<file path="config.mk">
export PLATFORM = sky130hd
export DESIGN_NAME = mux4_rr_arbiter
export DESIGN_NICKNAME = d
export VERILOG_FILES = /design/src/rtl/mux4_rr_arbiter.sv
export SDC_FILE = /design/constraint.sdc
export NUM_CORES = 1
export LEC_CHECK = 0
export CAP_MARGIN = 20
export CORE_AREA = 5 5 53 55
export DETAILED_ROUTE_END_ITERATION = 10
export DIE_AREA = 0 0 58 60
export PLACE_DENSITY = 0.8
export SLEW_MARGIN = 40
export SYNTH_ARGS = -nofsm -noshare
export SYNTH_HDL_FRONTEND = slang
export SYNTH_SLANG_ARGS = --single-unit
</file>
<file path="constraint.sdc">
create_clock -name CLK -period 1.7 [get_ports CLK]
set_clock_uncertainty 0.1 [all_clocks]
set_input_delay 0.255 -clock CLK [delete_from_list [all_inputs] [get_ports CLK]]
set_output_delay 0.255 -clock CLK [all_outputs]
set_load 0.005 [all_outputs]
</file>
<file path="src/rtl/mux4_rr_arbiter.sv">
// Round-robin arbiter steering a 74F153 dual 4:1 mux: select settles before enables drop.
// Optional forced-release timeout is compiled in with MUX4_RR_ARBITER_TIMEOUT_EN.
module mux4_rr_arbiter #(
    parameter int SETTLE_CYCLES = 1,
    parameter int HOLD_MAX      = 8
) (
    input  logic       CLK,
    input  logic       RST,
    input  logic [3:0] REQ,
    output logic [3:0] GNT,
    output logic       S0,
    output logic       S1,
    output logic       Ea_N,
    output logic       Eb_N,
    output logic       BUSY,
    output logic       TIMEOUT
);

    generate
        if (SETTLE_CYCLES < 1 || SETTLE_CYCLES > 15) begin : g_bad_settle
            $error("SETTLE_CYCLES out of range 1..15");
        end
        if (HOLD_MAX < 1 || HOLD_MAX > 255) begin : g_bad_hold
            $error("HOLD_MAX out of range 1..255");
        end
    endgenerate

    typedef enum logic [1:0] {IDLE, SETTLE, GRANT} state_t;

    state_t     state, state_nx;
    logic [1:0] ptr, ptr_nx;
    logic [1:0] sel, sel_nx;      // latched winner; drives the mux select
    logic [3:0] gnt_nx;
    logic       en_n, en_n_nx;
    logic       busy_nx;
    logic [3:0] scnt, scnt_nx;
    logic [1:0] pick, idx;
    logic       found;
    logic       drop;

`ifdef MUX4_RR_ARBITER_TIMEOUT_EN
    logic [7:0] hcnt, hcnt_nx;
    logic       to_nx;
`endif

    // First requester at or after the pointer, wrapping mod 4.
    always_comb begin
        pick  = ptr;
        idx   = ptr;
        found = 1'b0;
        for (int i = 0; i < 4; i++) begin
            idx = ptr + 2'(i);
            if (!found && REQ[idx]) begin
                pick  = idx;
                found = 1'b1;
            end
        end
    end

    always_comb begin
        state_nx = state;
        ptr_nx   = ptr;
        sel_nx   = sel;
        gnt_nx   = GNT;
        en_n_nx  = en_n;
        scnt_nx  = scnt;
        drop     = 1'b0;
`ifdef MUX4_RR_ARBITER_TIMEOUT_EN
        hcnt_nx  = hcnt;
        to_nx    = 1'b0;
`endif
        case (state)
            IDLE: begin
                if (|REQ) begin
                    sel_nx   = pick;
                    scnt_nx  = 4'(SETTLE_CYCLES);
                    state_nx = SETTLE;
                end
            end
            SETTLE: begin
                if (!REQ[sel]) begin
                    state_nx = IDLE;
                    scnt_nx  = 4'd0;
                end else if (scnt <= 4'd1) begin
                    state_nx = GRANT;
                    gnt_nx   = 4'b0001 << sel;
                    en_n_nx  = 1'b0;
                    scnt_nx  = 4'd0;
`ifdef MUX4_RR_ARBITER_TIMEOUT_EN
                    hcnt_nx  = 8'd1;
`endif
                end else begin
                    scnt_nx = scnt - 4'd1;
                end
            end
            GRANT: begin
                drop = !REQ[sel];
`ifdef MUX4_RR_ARBITER_TIMEOUT_EN
                if (REQ[sel] && hcnt >= 8'(HOLD_MAX)) begin
                    drop  = 1'b1;
                    to_nx = 1'b1;
                end else begin
                    hcnt_nx = hcnt + 8'd1;
                end
`endif
                if (drop) begin
                    state_nx = IDLE;
                    gnt_nx   = 4'b0000;
                    en_n_nx  = 1'b1;
                    ptr_nx   = sel + 2'd1;
`ifdef MUX4_RR_ARBITER_TIMEOUT_EN
                    hcnt_nx  = 8'd0;
`endif
                end
            end
            default: begin
                state_nx = IDLE;
                gnt_nx   = 4'b0000;
                en_n_nx  = 1'b1;
            end
        endcase
        busy_nx = (state_nx != IDLE);
    end

    always_ff @(posedge CLK or posedge RST) begin
        if (RST) begin
            state <= IDLE;
            ptr   <= 2'd0;
            sel   <= 2'd0;
            GNT   <= 4'b0000;
            en_n  <= 1'b1;
            BUSY  <= 1'b0;
            scnt  <= 4'd0;
        end else begin
            state <= state_nx;
            ptr   <= ptr_nx;
            sel   <= sel_nx;
            GNT   <= gnt_nx;
            en_n  <= en_n_nx;
            BUSY  <= busy_nx;
            scnt  <= scnt_nx;
        end
    end

`ifdef MUX4_RR_ARBITER_TIMEOUT_EN
    always_ff @(posedge CLK or posedge RST) begin
        if (RST) begin
            hcnt    <= 8'd0;
            TIMEOUT <= 1'b0;
        end else begin
            hcnt    <= hcnt_nx;
            TIMEOUT <= to_nx;
        end
    end
`else
    assign TIMEOUT = 1'b0;
`endif

    assign S0   = sel[0];
    assign S1   = sel[1];
    assign Ea_N = en_n;
    assign Eb_N = en_n;

endmodule

</file>
== After elaboration in Yosys (flattened, before gate mapping) ==
Index checks and enable logic that the tools add are counted.
Storage, ports and cells
  bits in registers: 16
  memory bits (writable): 0
  bits in read-only memories: 0
  memories: 0
  bits in latches: 0
Operators by class
  add/sub/neg operators: 5
  shifts and indexed selects: 1
  $lt $le $gt $ge: 6
  reduce and logical (&&, ||, !) cells: 14
  bitwise operators: 2
  equality and inequality tests: 6
  multipliers: 0
  mux-type cells: 33
  div/mod/pow operators: 0
Operators by type and width (count)
  4-bit two-way mux: 6
  2-bit by 3-bit less-than comparator with 1-bit output (second input constant): 5
  2-bit two-way mux: 7
  4-bit one-hot mux with 3 select lines: 1
  1-bit two-way mux: 11
  1-bit binary-select mux with 2-bit select: 5
  2-bit != test (second input constant): 4
  4-bit one-hot mux with 2 select lines: 1
  2-bit one-hot mux with 3 select lines: 1
  2-bit AND reduction: 3
  2-bit by 1-bit adder with 2-bit output (second input constant): 2
  2-bit adder (second input constant): 2
  4-bit by 1-bit <= comparator with 1-bit output (second input constant): 1
  4-bit AND reduction: 1
  2-bit nonzero test: 2
  4-bit OR reduction: 1
  1-bit by 2-bit << shifter with 4-bit output (first input constant): 1
  4-bit by 1-bit subtractor with 4-bit output (second input constant): 1
  1-bit logical AND: 3
  1-bit zero test: 3
  1-bit one-hot mux with 3 select lines: 1
  2-bit by 1-bit == test with 1-bit output (second input constant): 1
  2-bit == test (second input constant): 1
  2-bit zero test: 1
  1-bit inverter: 2

== Longest topological paths before layout ==
Gate-level depths: netlist (run 1).
  depth in word-level cells: 12
  depth in mapped cells: 6

== Least setup slack after synthesis (run 1) ==
Ideal clock, no wire load.
  path type: register to register
  from: reg sel[0]
  to: reg ptr[1]
  stages on the path, launching flop included: 5
  required time: 1.475 ns
  buffers on the path: 1
  setup slack: -0.100 ns
  arrival: 1.576 ns
  cells stage by stage: dfrtp_1 > mux4_2 > buf_6 > nor2b_4 > mux2_2
Between the ends
  word-level cells in the longest chain between the ends: 4
  elaborated cells on any way between the ends: 5
  classes of those cells: 1 x add/sub; 2 x mux; 1 x bitwise; 1 x reduce/logical
RTL lines
  from (decl): line 32  | logic [1:0] sel, sel_nx;
  from (signal assigned): line 137  | sel <= sel_nx;
  1-bit binary-select mux with 2-bit select: line 97  | drop = !REQ[sel];
  1-bit two-way mux (not written as such): line 97
  1-bit inverter (no line)
  2-bit AND reduction (no line)
  to (signal assigned): line 136  | ptr <= ptr_nx;
  to (decl): line 31  | logic [1:0] ptr, ptr_nx;
Parallel ways exist; a longest one is shown, timed or not. The select of a mux whose other input is x is not followed.
A chain may end at the register's enable or synchronous reset.

== Worst setup path after layout (run 1) ==
  from: reg sel[0]
  to: reg GNT[0]
Between the ends
  word-level cells in the longest chain between the ends: 4
  elaborated cells on any way between the ends: 9
  classes of those cells: 2 x eq/ne; 1 x shift; 5 x mux; 1 x reduce/logical
RTL lines
  1-bit binary-select mux with 2-bit select / 1-bit by 2-bit << shifter with 4-bit output (equally long branches): line 81, 97, 86
  1-bit two-way mux (not written as such) / 4-bit two-way mux (equally long branches): line 81, 97, 84
  2-bit != test (no line) / 4-bit two-way mux (equally long branches)
  4-bit AND reduction (no line) / 4-bit one-hot mux with 3 select lines (equally long branches)
  to (signal assigned): line 138  | GNT <= gnt_nx;
  to (decl): line 10  | output logic [3:0] GNT,
Parallel ways exist; a longest one is shown, timed or not. The select of a mux whose other input is x is not followed.

==> qor.yml, run 1 <==
timing:
  timing.hold.ws_ps: 120.4
  min_period_ps: 1707
  fin_ws_ps: -6.686
  drv_slew: 0
  clock.fmax_ghz: 0.5859
  tns_ps: -6.686
  finalCritPeriodShare_pct: 100.4
  setup_viol: 1
  hold_viol: 0
  grt_setup_unrepaired: "yes"
critical_path:
  timing.rr.start: "sel[0]$_DFFE_PP0P_"
  timing.critical_path.buf_inv: 0
  start_kind: "flop"
  path_max_fanout: 5
  cpPeakStageDelay_ps: 450
  cp.arrival_ps: 1790
  crit_type: "flop to flop"
  cp_slowest_cell: "mux4_2"
  end_kind: "flop"
  path_delay_family: "multiplexers"
  path_cells: "mux4_2 -> nor4b_4 -> nor2_2 -> a22o_1"
  crit_required_ps: 1780
  setup.worst_path.start: "sel[0]$_DFFE_PP0P_"
clocking:
  cts-root-buf: "clkbuf_4"
  clk_latency_ps: 300
  postCtsHoldBufs: 0
  cts_buffers: 3
  clk_pin_slew_ps: 90
  clockBufferDepth: 2
  htreeDepth: 1
  cts.sinks: 16
  cts_tree: "built"
synthesis:
  synth_cells: 93
  netlist.area_leader.share_pct: 37.59
  synth_top_area_cell: "dfrtp_1"
  yosysSeqAreaShare_pct: 40.23
  synth_area_leaders: "dfrtp_1 (38%), ha_1 (7.5%), a22o_1 (7.0%), inv_1 (3.4%), o21ai_0 (3.0%)"
  yosys_register_bits: 16
  ys_warn_count: 0
  synthesis.area_sq_um: 998.5
  synth_nets: 105
  ys_types: 37
  syn_area_per_cell_sq_um: 10.74
floorplan:
  dieWidth_um: 58
  rows: 18
  start_util_pct: 42.63
  dieArea_sq_mm: 0.003480
  core_area_sq_mm: 0.002342
  io-pin-count: 16
  die_h_um: 60
global_routing:
  grtUsageTotal_pct: 15.64
  grt_pass1_wl_um: 4105
  antenna_found_initial: 0
  grt_start_max_net_pins: 11
  grt-ovfl-total: 0
  grt_pass1_vias: 956
power_and_ir_drop:
  switching_power_mw: 0.9367
  pwr-share-clk_pct: 10.8
  internal-power_mw: 1.468
  p_total_mw: 2.405
  irDropWorstVdd_uv: 893.5
  swShare_pct: 38.96
  power_frac_seq_pct: 30.2
  power-per-cell-area_mw_per_mm2: 1705
  leakage_nw: 0.6802
  p_comb_share_pct: 59.0
route:
  drt_first_pass_iters: 4
  ant_nets: 0
  drc: 0
  drt_iter0_drc: 32
  num_vias: 884
  vias_per_cell: 5.560
  wire_per_inst_um: 15.19
  routed_wl_um: 2415
worst_hold_path:
  min_path_type: "input port to asynchronous set/reset pin"
layout:
  final_common_cell: "buf_4"
  postLayoutCellArea_sq_mm: 0.001410
  area_growth_pct: 41.23
  fin_cells: 159
  fillers: 203
  drive_above_1_share_pct: 34.11
  fin_util_pct: 60.20
  diodes: 0
  layout_common_cells: "buf_4 (19), dfrtp_1 (14), clkdlybuf4s50_1 (10)"
  nets: 142
placed_design:
  place_hpwl_um: 1800
  place_area_sq_mm: 0.001261
  dp_cells: 148
  gp_congestion: 0.7603
  place_ws_ps: -286.8
  port_buffers: 14
status:
  status: "finished, violations left"
  violations: "setup timing"
job:
  maxCapViolations: 0
worst paths after layout:
check	end	cells past startpoint	slack (ps)
worst max-delay path	GNT[0]$_DFFE_PP0P_	4	-7
worst min-delay path	ptr[1]$_DFFE_PP0P_	2	120
min in group CLK	GNT[3]$_DFFE_PP0P_	1	430
worst max register to register	GNT[0]$_DFFE_PP0P_	4	-7
worst min register to register	GNT[3]$_DFFE_PP0P_	1	430
max in group asynchronous	Ea_N$_DFFE_PP1P_	3	870
repair_timing:
| action | 4_1_cts | 5_1_grt |
|---|---|---|
| gates resized for setup | 2 | 16 |
| hold endpoints to repair | 0 | 0 |
| pin swaps | 2 | 9 |
| setup endpoints to repair | 10 | 12 |
| setup buffers | 4 | 3 |
metal layers:
metal	vias to the layer above	global-route usage [%]	share of wire, %
met4	0	8.940	2.3
met5	-	0	0
met3	7	2.592	4.3
met2	33	29.19	53
li1	411	-	-
met1	433	16.51	40
cells in the mapped netlist, drive strengths merged:
cell type,instances
a2bb2oi,1
nor2,5
nor3b,1
o221ai,1
nand2,7
a21oi,5
a221o,1
conb,1
nor2b,3
nor4,1
o21bai,1
o21a,2
o211ai,1
o22ai,1
dfstp,1
a22o,8
nor4b,2
mux4,1
dfrtp,15
or4,1
or3,1
nand3b,1
mux2,1
o31ai,2
o21ai,6
inv,9
ha,6
a21o,2
o311ai,1
a311oi,1
buf,4
sequential cells by signal (all words and copies together) (netlist names):
name   cells
BUSY       1
Ea_N       1
GNT        4
ptr        2
scnt       4
sel        2
state      2
final cells by class:
class / count / area [sq um] / share of cell area [%]
flip-flops and latches: 16 / 402.9 / 28.57
inverters: 9 / 33.78 / 2.396
clock buffers: 4 / 36.28 / 2.573
well taps: 30 / 37.54 / 2.662
repair buffers: 36 / 322.8 / 22.89
multi-input cells: 64 / 576.8 / 40.91
cells by family after synthesis:
| kind of cell | synth area share [%] |
|---|---|
| buf+inv | 6.515 |
| fa+ha+maj | 7.519 |
| simple gates | 15.54 |
| other cells | 0.3756 |
| mux | 3.383 |
| compound gates | 26.44 |
| flops | 40.23 |
power groups by stage:
stage,Clock [mW],Combinational (mW),Sequential [mW]
2_1_floorplan,0,0.735,0.697
5_1_grt,0.283,1.56,0.750
4_1_cts,0.261,1.27,0.707
3_5_place_dp,0,1.19,0.719
6_report,0.259,1.42,0.726
3_3_place_gp,0,1.13,0.703
Power figures use the tool's default switching activity.
==> run 2: changes to the inputs <==
CAP_MARGIN = 25   (was 20)
CORE_AREA = 10 10 58 60   (was 5 5 53 55)
DIE_AREA = 0 0 68 70   (was 0 0 58 60)
==> qor.yml, run 2 (synthesis results as in run 1) <==
global_routing:
  grtUsageTotal_pct: 10.17  # was 15.64%
  grt_pass1_wl_um: 3870  # was 4105 um
  grt_pass1_vias: 907  # was 956
  grt-ovfl-total: 0  # unchanged
  grt_start_max_net_pins: 17  # was 11
  antenna_found_initial: 0  # unchanged
route:
  ant_nets: 0  # unchanged
  drt_iter0_drc: 6  # was 32
  num_vias: 852  # was 884
  routed_wl_um: 2246  # was 2415 um
  drt_first_pass_iters: 4  # unchanged
  wire_per_inst_um: 14.22  # was 15.19 um
  vias_per_cell: 5.392  # was 5.560
  drc: 0  # unchanged
clocking:
  clk_latency_ps: 290  # was 300 ps
  cts-root-buf: "clkbuf_4"  # unchanged
  clockBufferDepth: 2  # unchanged
  clk_pin_slew_ps: 100  # was 90 ps
  cts.sinks: 16  # unchanged
  cts_tree: "built"  # unchanged
  cts_buffers: 3  # unchanged
  postCtsHoldBufs: 0  # unchanged
  htreeDepth: 1  # unchanged
critical_path:
  path_max_fanout: 5  # unchanged
  cp.arrival_ps: 1790  # about the same
  cp_slowest_cell: "mux4_2"  # unchanged
  setup.worst_path.start: "sel[0]$_DFFE_PP0P_"  # unchanged
  start_kind: "flop"  # unchanged
  regToRegSetupSlack_ps: -6  # was -7 ps
  crit_required_ps: 1790  # was 1780 ps
  r2r_end: "GNT[0]$_DFFE_PP0P_"  # unchanged
  crit_type: "flop to flop"  # unchanged
  rr_worst_depth: 4  # unchanged
  timing.rr.start: "sel[0]$_DFFE_PP0P_"  # unchanged
  cpPeakStageDelay_ps: 440  # was 450 ps
  end_kind: "flop"  # unchanged
  path_cells: "mux4_2 -> nor4b_4 -> nor2_2 -> a22o_1"  # unchanged
  crit_end: "GNT[0]$_DFFE_PP0P_"  # unchanged
timing:
  fin_ws_ps: -5.540  # was -6.686 ps
  grt_setup_unrepaired: "yes"  # unchanged
  drv_slew: 0  # unchanged
  tns_ps: -5.540  # was -6.686 ps
  min_period_ps: 1706  # was 1707 ps
  clock.fmax_ghz: 0.5863  # was 0.5859 GHz
  setup_viol: 1  # unchanged
  hold_viol: 0  # unchanged
  finalCritPeriodShare_pct: 100.3  # was 100.4%
  timing.hold.ws_ps: 159.2  # was 120.4 ps
placed_design:
  port_buffers: 14  # unchanged
  place_ws_ps: -260.2  # was -286.8 ps
  place_hpwl_um: 1783  # was 1800 um
  gp_congestion: 0.8279  # was 0.7603
  place_area_sq_mm: 0.001291  # was 0.001261 sq mm
  dp_cells: 152  # was 148
floorplan:
  dieArea_sq_mm: 0.004760  # was 0.003480 sq mm
  core_area_sq_mm: 0.002342  # unchanged
  die_h_um: 70  # was 60 um
  start_util_pct: 42.63  # unchanged
  dieWidth_um: 68  # was 58 um
  rows: 18  # unchanged
  io-pin-count: 16  # unchanged
power_and_ir_drop:
  switching_power_mw: 0.8694  # was 0.9367 mW
  internal-power_mw: 1.349  # was 1.468 mW
  leakage_nw: 0.6488  # was 0.6802 nW
  pwr-share-clk_pct: 9.4  # was 10.8%
  power-per-cell-area_mw_per_mm2: 1642  # was 1705 mW/mm^2
  power_frac_seq_pct: 30.7  # was 30.2%
  irDropWorstVdd_uv: 963.6  # was 893.5 uV
  p_total_mw: 2.219  # was 2.405 mW
  swShare_pct: 39.18  # was 38.96%
  p_comb_share_pct: 59.9  # was 59.0%
layout:
  final_common_cell: "buf_4"  # unchanged
  fin_cells: 158  # was 159
  fillers: 212  # was 203
  nets: 141  # was 142
  drive_above_1_share_pct: 30.47  # was 34.11%
  postLayoutCellArea_sq_mm: 0.001351  # was 0.001410 sq mm
  layout_common_cells: "buf_4 (21), dfrtp_1 (14), clkdlybuf4s50_1 (11)"  # was buf_4 (19), dfrtp_1 (14), clkdlybuf4s50_1 (10)
  regArea_sq_um: 402.9  # unchanged
  area_growth_pct: 35.34  # was 41.23%
  multi_input_area_sq_um: 549.3  # was 576.8 sq um
  fin_util_pct: 57.69  # was 60.20%
  diodes: 0  # unchanged
  top_regs: "GNT x4, scnt x4"  # unchanged
status:
  violations: "setup timing"  # unchanged
  status: "finished, violations left"  # unchanged
worst_hold_path:
  min_path_type: "input port to asynchronous set/reset pin"  # unchanged
job:
  maxCapViolations: 0  # unchanged
## run 2: cell types whose count changed in the layout (fill, tap and decap cells not counted), moves of 2 or more
cell and change:
ha_1 +2, ha_4 -2, buf_6 -3, inv_1 +2
buf_4 +2, inv_2 -2
## run 2: area by class of cell
| type | instances | share of cell area [%] |
|---|---|---|
| inverter | 9 | 2.500 |
| timing repair buffer | 35 | 22.31 |
| clock buffer | 4 | 1.944 |
| tap | 30 | 2.778 |
| sequential | 16 | 29.81 |
| multi-input combinational | 64 | 40.65 |
## run 2: worst max-delay path: cells and delay by family (launching register included)
kind            cells  cell delay, ps
compound gates      1             230
simple gates        2             400
mux                 1             440
flops               1             430
## run 2: power groups by stage
stage / logic [mW] / clock network, mW / registers (mW)
final: 1.33 / 0.209 / 0.681
after global routing: 1.46 / 0.229 / 0.707
after CTS: 1.27 / 0.210 / 0.681
after detailed placement: 1.27 / 0 / 0.687
after global placement: 1.22 / 0 / 0.676
after floorplan: 0.735 / 0 / 0.697
## run 2: repair_timing
action                     CTS  global route
gates resized for setup      1             7
pin swaps                    0             7
setup buffers                0             2
setup endpoints to repair    2            12
## run 2: how the worst min path moves through the flow
stage	startpoint	endpoint
final	RST	sel[0]$_DFFE_PP0P_
after global routing	RST	ptr[0]$_DFFE_PP0P_
after CTS	RST	ptr[0]$_DFFE_PP0P_
after detailed placement	GNT[3]$_DFFE_PP0P_	GNT[3]$_DFFE_PP0P_
after global placement	GNT[3]$_DFFE_PP0P_	GNT[3]$_DFFE_PP0P_
after floorplan	RST	BUSY$_DFF_PP0_
## run 2: layer usage
layer / global-route usage (%) / vias to the layer above / routed length, um
met3: 1.914 / 8 / 106
met1: 11.07 / 414 / 910
met2: 17.18 / 22 / 1148
li1: - / 408 / -
met4: 6.264 / 0 / 80
met5: 0 / - / 0
